## src/rtl/bsram_fifo_ctrl_if.sv

```systemverilog
// bsram_fifo_ctrl_if: stream handshakes, RAM port wiring and status of the BSRAM FIFO controller.
// max_level exists only when BSRAM_FIFO_STATS_EN is defined.
interface bsram_fifo_ctrl_if #(
  parameter int A_SIZE = 4,
  parameter int W_SIZE = 8
);
  logic flush, in_valid, in_ready, out_valid, out_ready;
  logic [W_SIZE-1:0] in_data, out_data, ram_dina, ram_doutb;
  logic [A_SIZE:0] level;
  logic [A_SIZE-1:0] ram_addra, ram_addrb;
  logic ram_wra, ram_cea, ram_wrb, ram_ceb;
`ifdef BSRAM_FIFO_STATS_EN
  logic [A_SIZE:0] max_level;
`endif
  modport slave (
    input flush, in_valid, in_data, out_ready, ram_doutb,
    output in_ready, out_valid, out_data, level,
    output ram_addra, ram_dina, ram_wra, ram_cea, ram_addrb, ram_wrb, ram_ceb
`ifdef BSRAM_FIFO_STATS_EN
    , output max_level
`endif
  );
  modport master (
    output flush, in_valid, in_data, out_ready, ram_doutb,
    input in_ready, out_valid, out_data, level,
    input ram_addra, ram_dina, ram_wra, ram_cea, ram_addrb, ram_wrb, ram_ceb
`ifdef BSRAM_FIFO_STATS_EN
    , input max_level
`endif
  );
endinterface

```

## src/rtl/bsram_fifo_ctrl.sv

```systemverilog
// bsram_fifo_ctrl: FIFO controller over a dual-port BSRAM (port A writes, port B reads into its output register).
// Define BSRAM_FIFO_STATS_EN to add the max_level high-water register.
module bsram_fifo_ctrl #(
  parameter int A_SIZE = 4,
  parameter int W_SIZE = 8
) (
  input logic clk,
  input logic reset,
  bsram_fifo_ctrl_if.slave bus
);
  localparam logic [A_SIZE:0] FULL = (A_SIZE+1)'(2**A_SIZE);
  logic [A_SIZE-1:0] wr_ptr, rd_ptr;
  logic [A_SIZE:0] ram_count, level;
  logic out_valid, in_ready, push, pop, rd_issue;
  assign in_ready = (ram_count != FULL) && !bus.flush;
  assign push = bus.in_valid && in_ready;
  assign pop = out_valid && bus.out_ready;
  // port B's output register is the output stage, so only read when it is free or being emptied
  assign rd_issue = (ram_count != '0) && (!out_valid || bus.out_ready) && !bus.flush;
  assign level = ram_count + (A_SIZE+1)'(out_valid);
  always_ff @(posedge clk or posedge reset)
    if (reset) begin
      wr_ptr <= '0;
      rd_ptr <= '0;
      ram_count <= '0;
      out_valid <= 1'b0;
    end else if (bus.flush) begin
      wr_ptr <= '0;
      rd_ptr <= '0;
      ram_count <= '0;
      out_valid <= 1'b0;
    end else begin
      wr_ptr <= push ? wr_ptr + A_SIZE'(1) : wr_ptr;
      rd_ptr <= rd_issue ? rd_ptr + A_SIZE'(1) : rd_ptr;
      ram_count <= (push && !rd_issue) ? ram_count + (A_SIZE+1)'(1) :
                   (rd_issue && !push) ? ram_count - (A_SIZE+1)'(1) : ram_count;
      out_valid <= rd_issue ? 1'b1 : pop ? 1'b0 : out_valid;
    end
`ifdef BSRAM_FIFO_STATS_EN
  logic [A_SIZE:0] max_level;
  always_ff @(posedge clk or posedge reset)
    if (reset) max_level <= '0;
    else if (bus.flush) max_level <= '0;
    else if (level > max_level) max_level <= level;
  assign bus.max_level = max_level;
`endif
  assign bus.in_ready = in_ready;
  assign bus.out_valid = out_valid;
  assign bus.out_data = bus.ram_doutb;
  assign bus.level = level;
  assign bus.ram_addra = wr_ptr;
  assign bus.ram_dina = bus.in_data;
  assign bus.ram_wra = push;
  assign bus.ram_cea = push;
  assign bus.ram_addrb = rd_ptr;
  assign bus.ram_wrb = 1'b0;
  assign bus.ram_ceb = rd_issue;
endmodule

```

## src/flat_wrapper.sv

```systemverilog
// flat-port wrapper written by rule: the top's interface ports become plain ports
module bsram_fifo_ctrl_flat 
#(
  parameter int A_SIZE = 4,
  parameter int W_SIZE = 8
)
  (clk, reset, bus_flush, bus_in_valid, bus_in_data, bus_out_ready, bus_ram_doutb, bus_in_ready, bus_out_valid, bus_out_data, bus_level, bus_ram_addra, bus_ram_dina, bus_ram_wra, bus_ram_cea, bus_ram_addrb, bus_ram_wrb, bus_ram_ceb);
  bsram_fifo_ctrl_if #(.A_SIZE(A_SIZE), .W_SIZE(W_SIZE)) bus_i ();
  input logic clk;
  input logic reset;
  input wire logic [$bits(bus_i.flush)-1:0] bus_flush;
  input wire logic [$bits(bus_i.in_valid)-1:0] bus_in_valid;
  input wire logic [$bits(bus_i.in_data)-1:0] bus_in_data;
  input wire logic [$bits(bus_i.out_ready)-1:0] bus_out_ready;
  input wire logic [$bits(bus_i.ram_doutb)-1:0] bus_ram_doutb;
  output wire logic [$bits(bus_i.in_ready)-1:0] bus_in_ready;
  output wire logic [$bits(bus_i.out_valid)-1:0] bus_out_valid;
  output wire logic [$bits(bus_i.out_data)-1:0] bus_out_data;
  output wire logic [$bits(bus_i.level)-1:0] bus_level;
  output wire logic [$bits(bus_i.ram_addra)-1:0] bus_ram_addra;
  output wire logic [$bits(bus_i.ram_dina)-1:0] bus_ram_dina;
  output wire logic [$bits(bus_i.ram_wra)-1:0] bus_ram_wra;
  output wire logic [$bits(bus_i.ram_cea)-1:0] bus_ram_cea;
  output wire logic [$bits(bus_i.ram_addrb)-1:0] bus_ram_addrb;
  output wire logic [$bits(bus_i.ram_wrb)-1:0] bus_ram_wrb;
  output wire logic [$bits(bus_i.ram_ceb)-1:0] bus_ram_ceb;
  assign bus_i.flush = bus_flush;
  assign bus_i.in_valid = bus_in_valid;
  assign bus_i.in_data = bus_in_data;
  assign bus_i.out_ready = bus_out_ready;
  assign bus_i.ram_doutb = bus_ram_doutb;
  assign bus_in_ready = bus_i.in_ready;
  assign bus_out_valid = bus_i.out_valid;
  assign bus_out_data = bus_i.out_data;
  assign bus_level = bus_i.level;
  assign bus_ram_addra = bus_i.ram_addra;
  assign bus_ram_dina = bus_i.ram_dina;
  assign bus_ram_wra = bus_i.ram_wra;
  assign bus_ram_cea = bus_i.ram_cea;
  assign bus_ram_addrb = bus_i.ram_addrb;
  assign bus_ram_wrb = bus_i.ram_wrb;
  assign bus_ram_ceb = bus_i.ram_ceb;
  bsram_fifo_ctrl #(.A_SIZE(A_SIZE), .W_SIZE(W_SIZE)) u_core (.clk(clk), .reset(reset), .bus(bus_i));
endmodule
```

## config.mk

```make
export PLATFORM = sky130hd
export DESIGN_NAME = bsram_fifo_ctrl_flat
export DESIGN_NICKNAME = d
export VERILOG_FILES = /design/src/rtl/bsram_fifo_ctrl_if.sv /design/src/rtl/bsram_fifo_ctrl.sv /design/src/flat_wrapper.sv
export SDC_FILE = /design/constraint.sdc
export NUM_CORES = 1
export LEC_CHECK = 0
export BUFFER_PORTS_ARGS = -buffer_cell sky130_fd_sc_hd__buf_4
export CORE_MARGIN = 2
export CORE_UTILIZATION = 46
export CTS_BUF_LIST = sky130_fd_sc_hd__clkbuf_4 sky130_fd_sc_hd__clkbuf_8
export CTS_CLUSTER_SIZE = 16
export DETAILED_ROUTE_END_ITERATION = 10
export GPL_ROUTABILITY_DRIVEN = 0
export PLACE_DENSITY = 0.84
export SYNTH_ARGS = -nofsm -noshare
export SYNTH_HDL_FRONTEND = slang
export SYNTH_SLANG_ARGS = --single-unit
export TNS_END_PERCENT = 5
```

## constraint.sdc

```tcl
create_clock -name clk -period 4 [get_ports clk]
set_clock_uncertainty 0.15 [all_clocks]
set_input_delay 0 -clock clk [delete_from_list [all_inputs] [get_ports clk]]
set_output_delay 0 -clock clk [all_outputs]
set_load 0.03 [all_outputs]
```

==> run summary, run 1 <==
### Synthesis
- post-synth top area share: 0.340
- number of library cell types mapped by synthesis: 27
- count of state elements after synthesis: 14
- number of synthesis warnings: 0
- sequential-to-total area share from yosys stat: 0.340
- synthesized netlist net count: 135
- leading area contributor after synthesis: dfrtp_1
- Cells after Synth: 105
- synth top area cells: dfrtp_1, buf_4, ha_1
- Cell Area, Synth: 1030 um^2
- synthesized area per cell: 9.81 um^2

### Power and ir drop
- reported leakage power: 0.632 nW
- pwr/cell area: 645 nW/um^2
- largest voltage drop on the vdd net: 0.336 mV

### Routing
- final wirelength: 1950 um
- via count of the routed design: 784
- Iter 0 DRT Violations: 8
- remaining antenna violation count after routing: 0
- average wire length per cell after detail routing: 12.4 um
- number of detailed-routing iterations run before antenna repair: 4
- number of vias per cell: 4.99
- DRC: 0

### Place
- Post-DP HPWL: 1340 um
- area after detailed placement: 1080 um^2
- count of placed standard cells including taps: 134
- count of input and output buffers: 22

### Clocking
- clock latency at the later pin of the worst-skew pair: 280 ps
- CTS tree: built
- Num Clock Sinks: 14
- Clock transition at path regs: 90 ps
- maximum buffer depth of the clock tree: 2
- level count of the clock H-tree: 1
- CTS buffer count: 3
- Clock Root Buffer: clkbuf_4

### GRT
- number of global-route vias before repair: 685
- pin count of the biggest net entering global routing: 16
- total congestion overflow after global routing: 0
- overall global routing resource usage: 0.149
- wire length of the first global-routing pass: 2950 um
- number of antenna violations at the first check in global routing: 0

### Setup path
- endpoint arrival time on the critical path: 3230 ps
- slowest cell on the critical path: a21oi_1
- largest fanout on the critical path: 12
- CP Capture Type: flop
- Buf/Inv on CP: 0
- largest stage delay on the critical path: 700 ps
- endpoint required time on the critical path: 4050 ps
- category of the most critical setup path: reg -> reg
- cell seen most often among critical-path stages: a21oi_1
- launching element type of the critical path: flop
- cell family with most CP delay: compound AO/OA/AOI/OAI gates
- crit-path cells: nor4_1 -> a21oi_1 -> nand2_4 -> fa_1 -> a21o_1 -> a21oi_1 -> mux2_2 -> o311ai_2

### STA
- worst max-slew margin expressed relative to the limit: 0.437
- period utilisation layout: 0.796
- actual transition at the worst max-transition pin: 845 ps
- post-layout minimum cycle time: 3180 ps
- RSZ-0062 raised after global routing: no
- maximum frequency from static timing analysis: 314 MHz
- final hold violations: 0
- max-slew violations: 0
- Total Negative Setup Slacks: 0 ps
- Setup-failing EPs final: 0

### Flow run
- reported max-cap violation count: 0

### Cells and area
- Syn-to-layout area delta: 27.0%
- Finished Core Util: 0.603
- cell area after layout: 1310 um^2
- most used cells in the layout excluding fill and tap cells: buf_4, dlygate4sd3_1, dfrtp_1
- number of filler cells placed in the layout: 182
- proportion of layout cells with a drive suffix above 1: 0.271
- most frequent standard cell in the layout excluding fill and tap cells: buf_4
- final std cells w/o fill: 157
- count of inserted antenna diode cells: 0
- post-layout net count: 160

### Floorplanning
- die boundary height: 51.3 um
- core outline area: 2170 um^2
- die width: 51.3 um
- initial core utilization: 0.475
- row count: 17
- top-level port count: 56
- Total Die Area: 2630 um^2

### Status
- run status: complete, no violations

### Min path
- worst min path class: in -> reg

[layout make-up]
type	count	area, um^2	area share
Inverter	1	3.75	0.00287
Clock buffer	4	36.3	0.0278
Multi-Input combinational cell	69	527	0.403
Sequential cell	14	350	0.268
Tap cell	28	35.0	0.0268
Timing Repair Buffer	41	355	0.272
[logic make-up (layout without fill, tap and decap cells)]
family | count (synthesis) | count (layout) | synth area share
flip-flops | 14 | 14 | 0.340
AO/OA/AOI/OAI | 17 | 17 | 0.122
adder cells (fa/ha/maj) | 9 | 9 | 0.117
other | 1 | 1 | 0.00364
XOR/XNOR | 10 | 10 | 0.0851
buffers and inverters | 22 | 46 | 0.148
AND/OR/NAND/NOR | 28 | 28 | 0.141
multiplexers | 4 | 4 | 0.0437
[repair_timing]
| item | CTS | global route |
|---|---|---|
| hold buffers | 19 | 0 |
| buffers inserted | 0 | 0 |
| gates resized for setup | 0 | 0 |
| endpoints found under the hold margin | 39 | 0 |
| setup endpoints to repair | 0 | 0 |
[cell usage after synthesis, drive strengths merged]
cell,count
a21o,1
a21oi,8
a22o,3
buf,20
clkbuf,1
conb,1
dfrtp,14
fa,1
ha,8
inv,1
mux2,4
nand2,7
nand2b,5
nand3,4
nand4,2
nor2,8
nor4,1
o21a,1
o21ai,3
o311ai,1
or4,1
xnor2,3
xor2,7
[path summary, 6_finish.rpt]
check,slack (ps),to,startpoint,cells after the start
setup reg to reg,820,u_core.ram_count[4],u_core.ram_count[1],8
hold / removal,110,u_core.bus.ram_addra[1],bus_in_valid,5
hold reg to reg,410,u_core.bus.ram_addrb[3],u_core.bus.ram_addrb[3],2
max in group asynchronous,3170,u_core.bus.ram_addrb[1],reset,3
min in group asynchronous,160,u_core.ram_count[4],reset,3
setup / recovery,820,u_core.ram_count[4],u_core.ram_count[1],8
[flip-flops by register name, summed over array words and instances (netlist names)]
register / count
u_core.bus.out_valid: 1
u_core.bus.ram_addra: 4
u_core.bus.ram_addrb: 4
u_core.ram_count: 5
[tightest hold or removal path, stage by stage]
cell      delay (ps)
buf_4            110
nand2b_1          60
a21oi_1          150
nand2_1          110
o21ai_0           70
[metrics by stage]
stage | power, mW | hold WS [ps] | worst slack [ps]
finish | 0.843 | 111 | 816
global route | 0.898 | 161 | 562
CTS | 0.850 | 108 | 818
detailed placement | 0.711 | -150 | 847
global placement | 0.693 | -150 | 976
floorplan | 0.619 | -261 | 1130
[power breakdown]
| group | leakage, nW | internal [mW] | switching, mW |
|---|---|---|---|
| clock | 0.0210 | 0.0554 | 0.0490 |
| sequential | 0.186 | 0.177 | 0.0601 |
| combinational | 0.425 | 0.217 | 0.285 |
[layer usage]
layer  GRT usage  wire, um  part of all wire  up-vias
li1            -         -                 -      387
met1       0.189       849              0.44      353
met2       0.253       929              0.48       40
met3      0.0175       138             0.071        4
met4      0.0658        33             0.017        0
met5           0         0                 0        -
Note: power is estimated with default switching activity, not from simulation.
==> inputs of run 2 (changes only) <==
--- a/config.mk
+++ b/config.mk
@@ -7,12 +7,12 @@
 export LEC_CHECK = 0
 export BUFFER_PORTS_ARGS = -buffer_cell sky130_fd_sc_hd__buf_4
 export CORE_MARGIN = 2
-export CORE_UTILIZATION = 46
+export CORE_UTILIZATION = 41
 export CTS_BUF_LIST = sky130_fd_sc_hd__clkbuf_4 sky130_fd_sc_hd__clkbuf_8
 export CTS_CLUSTER_SIZE = 16
 export DETAILED_ROUTE_END_ITERATION = 10
 export GPL_ROUTABILITY_DRIVEN = 0
-export PLACE_DENSITY = 0.84
+export PLACE_DENSITY = 0.79
 export SYNTH_ARGS = -nofsm -noshare
 export SYNTH_HDL_FRONTEND = slang
 export SYNTH_SLANG_ARGS = --single-unit
==> constraint.sdc (replaced) <==
create_clock -name clk -period 2.7 [get_ports clk]
set_clock_uncertainty 0.15 [all_clocks]
set_input_delay 0 -clock clk [delete_from_list [all_inputs] [get_ports clk]]
set_output_delay 0 -clock clk [all_outputs]
set_load 0.03 [all_outputs]
==> run summary, run 2 (synthesized netlist as in run 1, its figures left out) <==
### Routing
- number of vias per cell: 5.05, +1.2%
- via count of the routed design: 849, +8.3%
- Iter 0 DRT Violations: 9, +1
- number of detailed-routing iterations run before antenna repair: 4, unchanged
- remaining antenna violation count after routing: 0, unchanged
- final wirelength: 2160 um, +11%
- DRC: 0, unchanged
- average wire length per cell after detail routing: 12.9 um, +3.5%

### Clocking
- clock latency at the later pin of the worst-skew pair: 270 ps, about the same
- CTS buffer count: 3, unchanged
- level count of the clock H-tree: 1, unchanged
- CTS tree: built
- maximum buffer depth of the clock tree: 2, unchanged
- Clock transition at path regs: 80 ps, about the same
- Clock Root Buffer: clkbuf_4
- Num Clock Sinks: 14, unchanged

### Place
- count of input and output buffers: 22, unchanged
- Post-DP HPWL: 1560 um, +17%

### Min path
- worst min path class: in -> reg

### Power and ir drop
- reported leakage power: 0.682 nW, +7.9%
- largest voltage drop on the vdd net: 0.877 mV, +160%
- Pwr Total: 1.38 mW, +64%
- pwr/cell area: 980 nW/um^2, +52%

### GRT
- number of antenna violations at the first check in global routing: 0, unchanged
- total congestion overflow after global routing: 0, unchanged
- overall global routing resource usage: 0.153, +0.00392
- number of global-route vias before repair: 769, +12%
- wire length of the first global-routing pass: 3210 um, +8.6%
- pin count of the biggest net entering global routing: 16, unchanged

### Setup path
- endpoint required time on the critical path: 2730 ps, -1320 ps
- category of the most critical setup path: reg -> reg
- largest fanout on the critical path: 3, -9
- CP Capture Type: flop
- launching element type of the critical path: flop
- endpoint arrival time on the critical path: 2690 ps, -540 ps

### Floorplanning
- top-level port count: 56, unchanged
- Total Die Area: 2930 um^2, +11%
- die boundary height: 54.1 um, +5.5%
- initial core utilization: 0.423, -0.0513
- core outline area: 2430 um^2, +12%
- row count: 18, +1
- die width: 54.1 um, +5.5%

### Cells and area
- most used cells in the layout excluding fill and tap cells: buf_4, dlygate4sd3_1, dfrtp_1, nor2_1
- number of flip-flops in the largest register: 5, unchanged
- post-layout net count: 169, +5.6%
- Syn-to-layout area delta: 36.9%
- number of filler cells placed in the layout: 222, +22%
- register containing the most flip-flops in the final layout: u_core.ram_count
- count of inserted antenna diode cells: 0, unchanged
- most frequent standard cell in the layout excluding fill and tap cells: buf_4
- proportion of layout cells with a drive suffix above 1: 0.355, +0.0838

### Flow run
- reported max-cap violation count: 0, unchanged

### Status
- run status: complete, no violations

### STA
- worst max-slew margin expressed relative to the limit: 0.647, +0.211
- Setup-failing EPs final: 0, unchanged
- RSZ-0062 raised after global routing: yes
- post-layout minimum cycle time: 2660 ps, -520 ps
- final hold slack: 160 ps, +49.2 ps
- max-slew violations: 0, unchanged
- period utilisation layout: 0.987, +0.191
- actual transition at the worst max-transition pin: 528 ps, -317 ps
- final hold violations: 0, unchanged
- maximum frequency from static timing analysis: 375 MHz, +20%

## run 2: cell types whose count changed in the layout (fill, tap and decap cells not counted), sizes merged
| cell | before | now |
|---|---|---|
| buf | 22 | 31 |
## run 2: final cells by class
cell class | count | area (um^2) | area share
inverter | 1 | 3.75 | 0.00266
multi-input combinational | 69 | 557 | 0.395
clock buffer | 4 | 36.3 | 0.0257
tap | 30 | 37.5 | 0.0266
sequential | 14 | 353 | 0.250
timing repair buffer | 50 | 423 | 0.300
## run 2: timing repair
item,4_1_cts,5_1_grt
hold buffers,19,0
setup buffers,1,0
resized for setup,0,2
pin swaps,3,1
hold endpoints to repair,39,0
endpoints found under the setup margin,1,1
## run 2: path summary, 6_finish.rpt
check / from / to / slack, ps / cells after the start
min in group asynchronous: reset / u_core.bus.ram_addra[2] / 170 / 3
max reg2reg: u_core.ram_count[2] / u_core.ram_count[4] / 40 / 8
max in group asynchronous: reset / u_core.ram_count[2] / 1850 / 3
max: u_core.ram_count[2] / u_core.ram_count[4] / 40 / 8
min: bus_in_valid / u_core.bus.ram_addra[1] / 160 / 6
min reg2reg: u_core.bus.ram_addrb[3] / u_core.bus.ram_addrb[3] / 400 / 2
## run 2: stage by stage
step	TNS, ps	cells	setup slack, ps	util	area, um^2
after floorplan	-52.1	105	-52.1	-	1040
after global placement	0	144	45.8	0.475	1160
after detailed placement	-24.7	144	-24.7	0.475	1160
after CTS	0	168	14.0	0.572	1390
after global routing	-48.3	168	-48.3	0.580	1410
final	0	168	36.0	0.580	1410
## run 2: report_power, final
part	total, mW	internal (mW)	switching [mW]
clock network	0.147	0.0819	0.0646
registers	0.317	0.264	0.0530
logic	0.919	0.412	0.507
## run 2: layer usage
| layer | GRT usage | vias to the layer above | routed length, um |
|---|---|---|---|
| met2 | 0.260 | 44 | 1060 |
| li1 | - | 406 | - |
| met4 | 0.0917 | 0 | 30 |
| met3 | 0.0194 | 4 | 154 |
| met5 | 0 | - | 0 |
| met1 | 0.182 | 395 | 917 |
## run 2: critical path, stage by stage, from the launching register on
cell and delay (ps):
dfrtp_2 410, or4_4 540, o21ai_4 170, nand2_4 70, fa_2 340, a21o_1 200, a21oi_4 160, mux2_4 320
o311ai_2 210
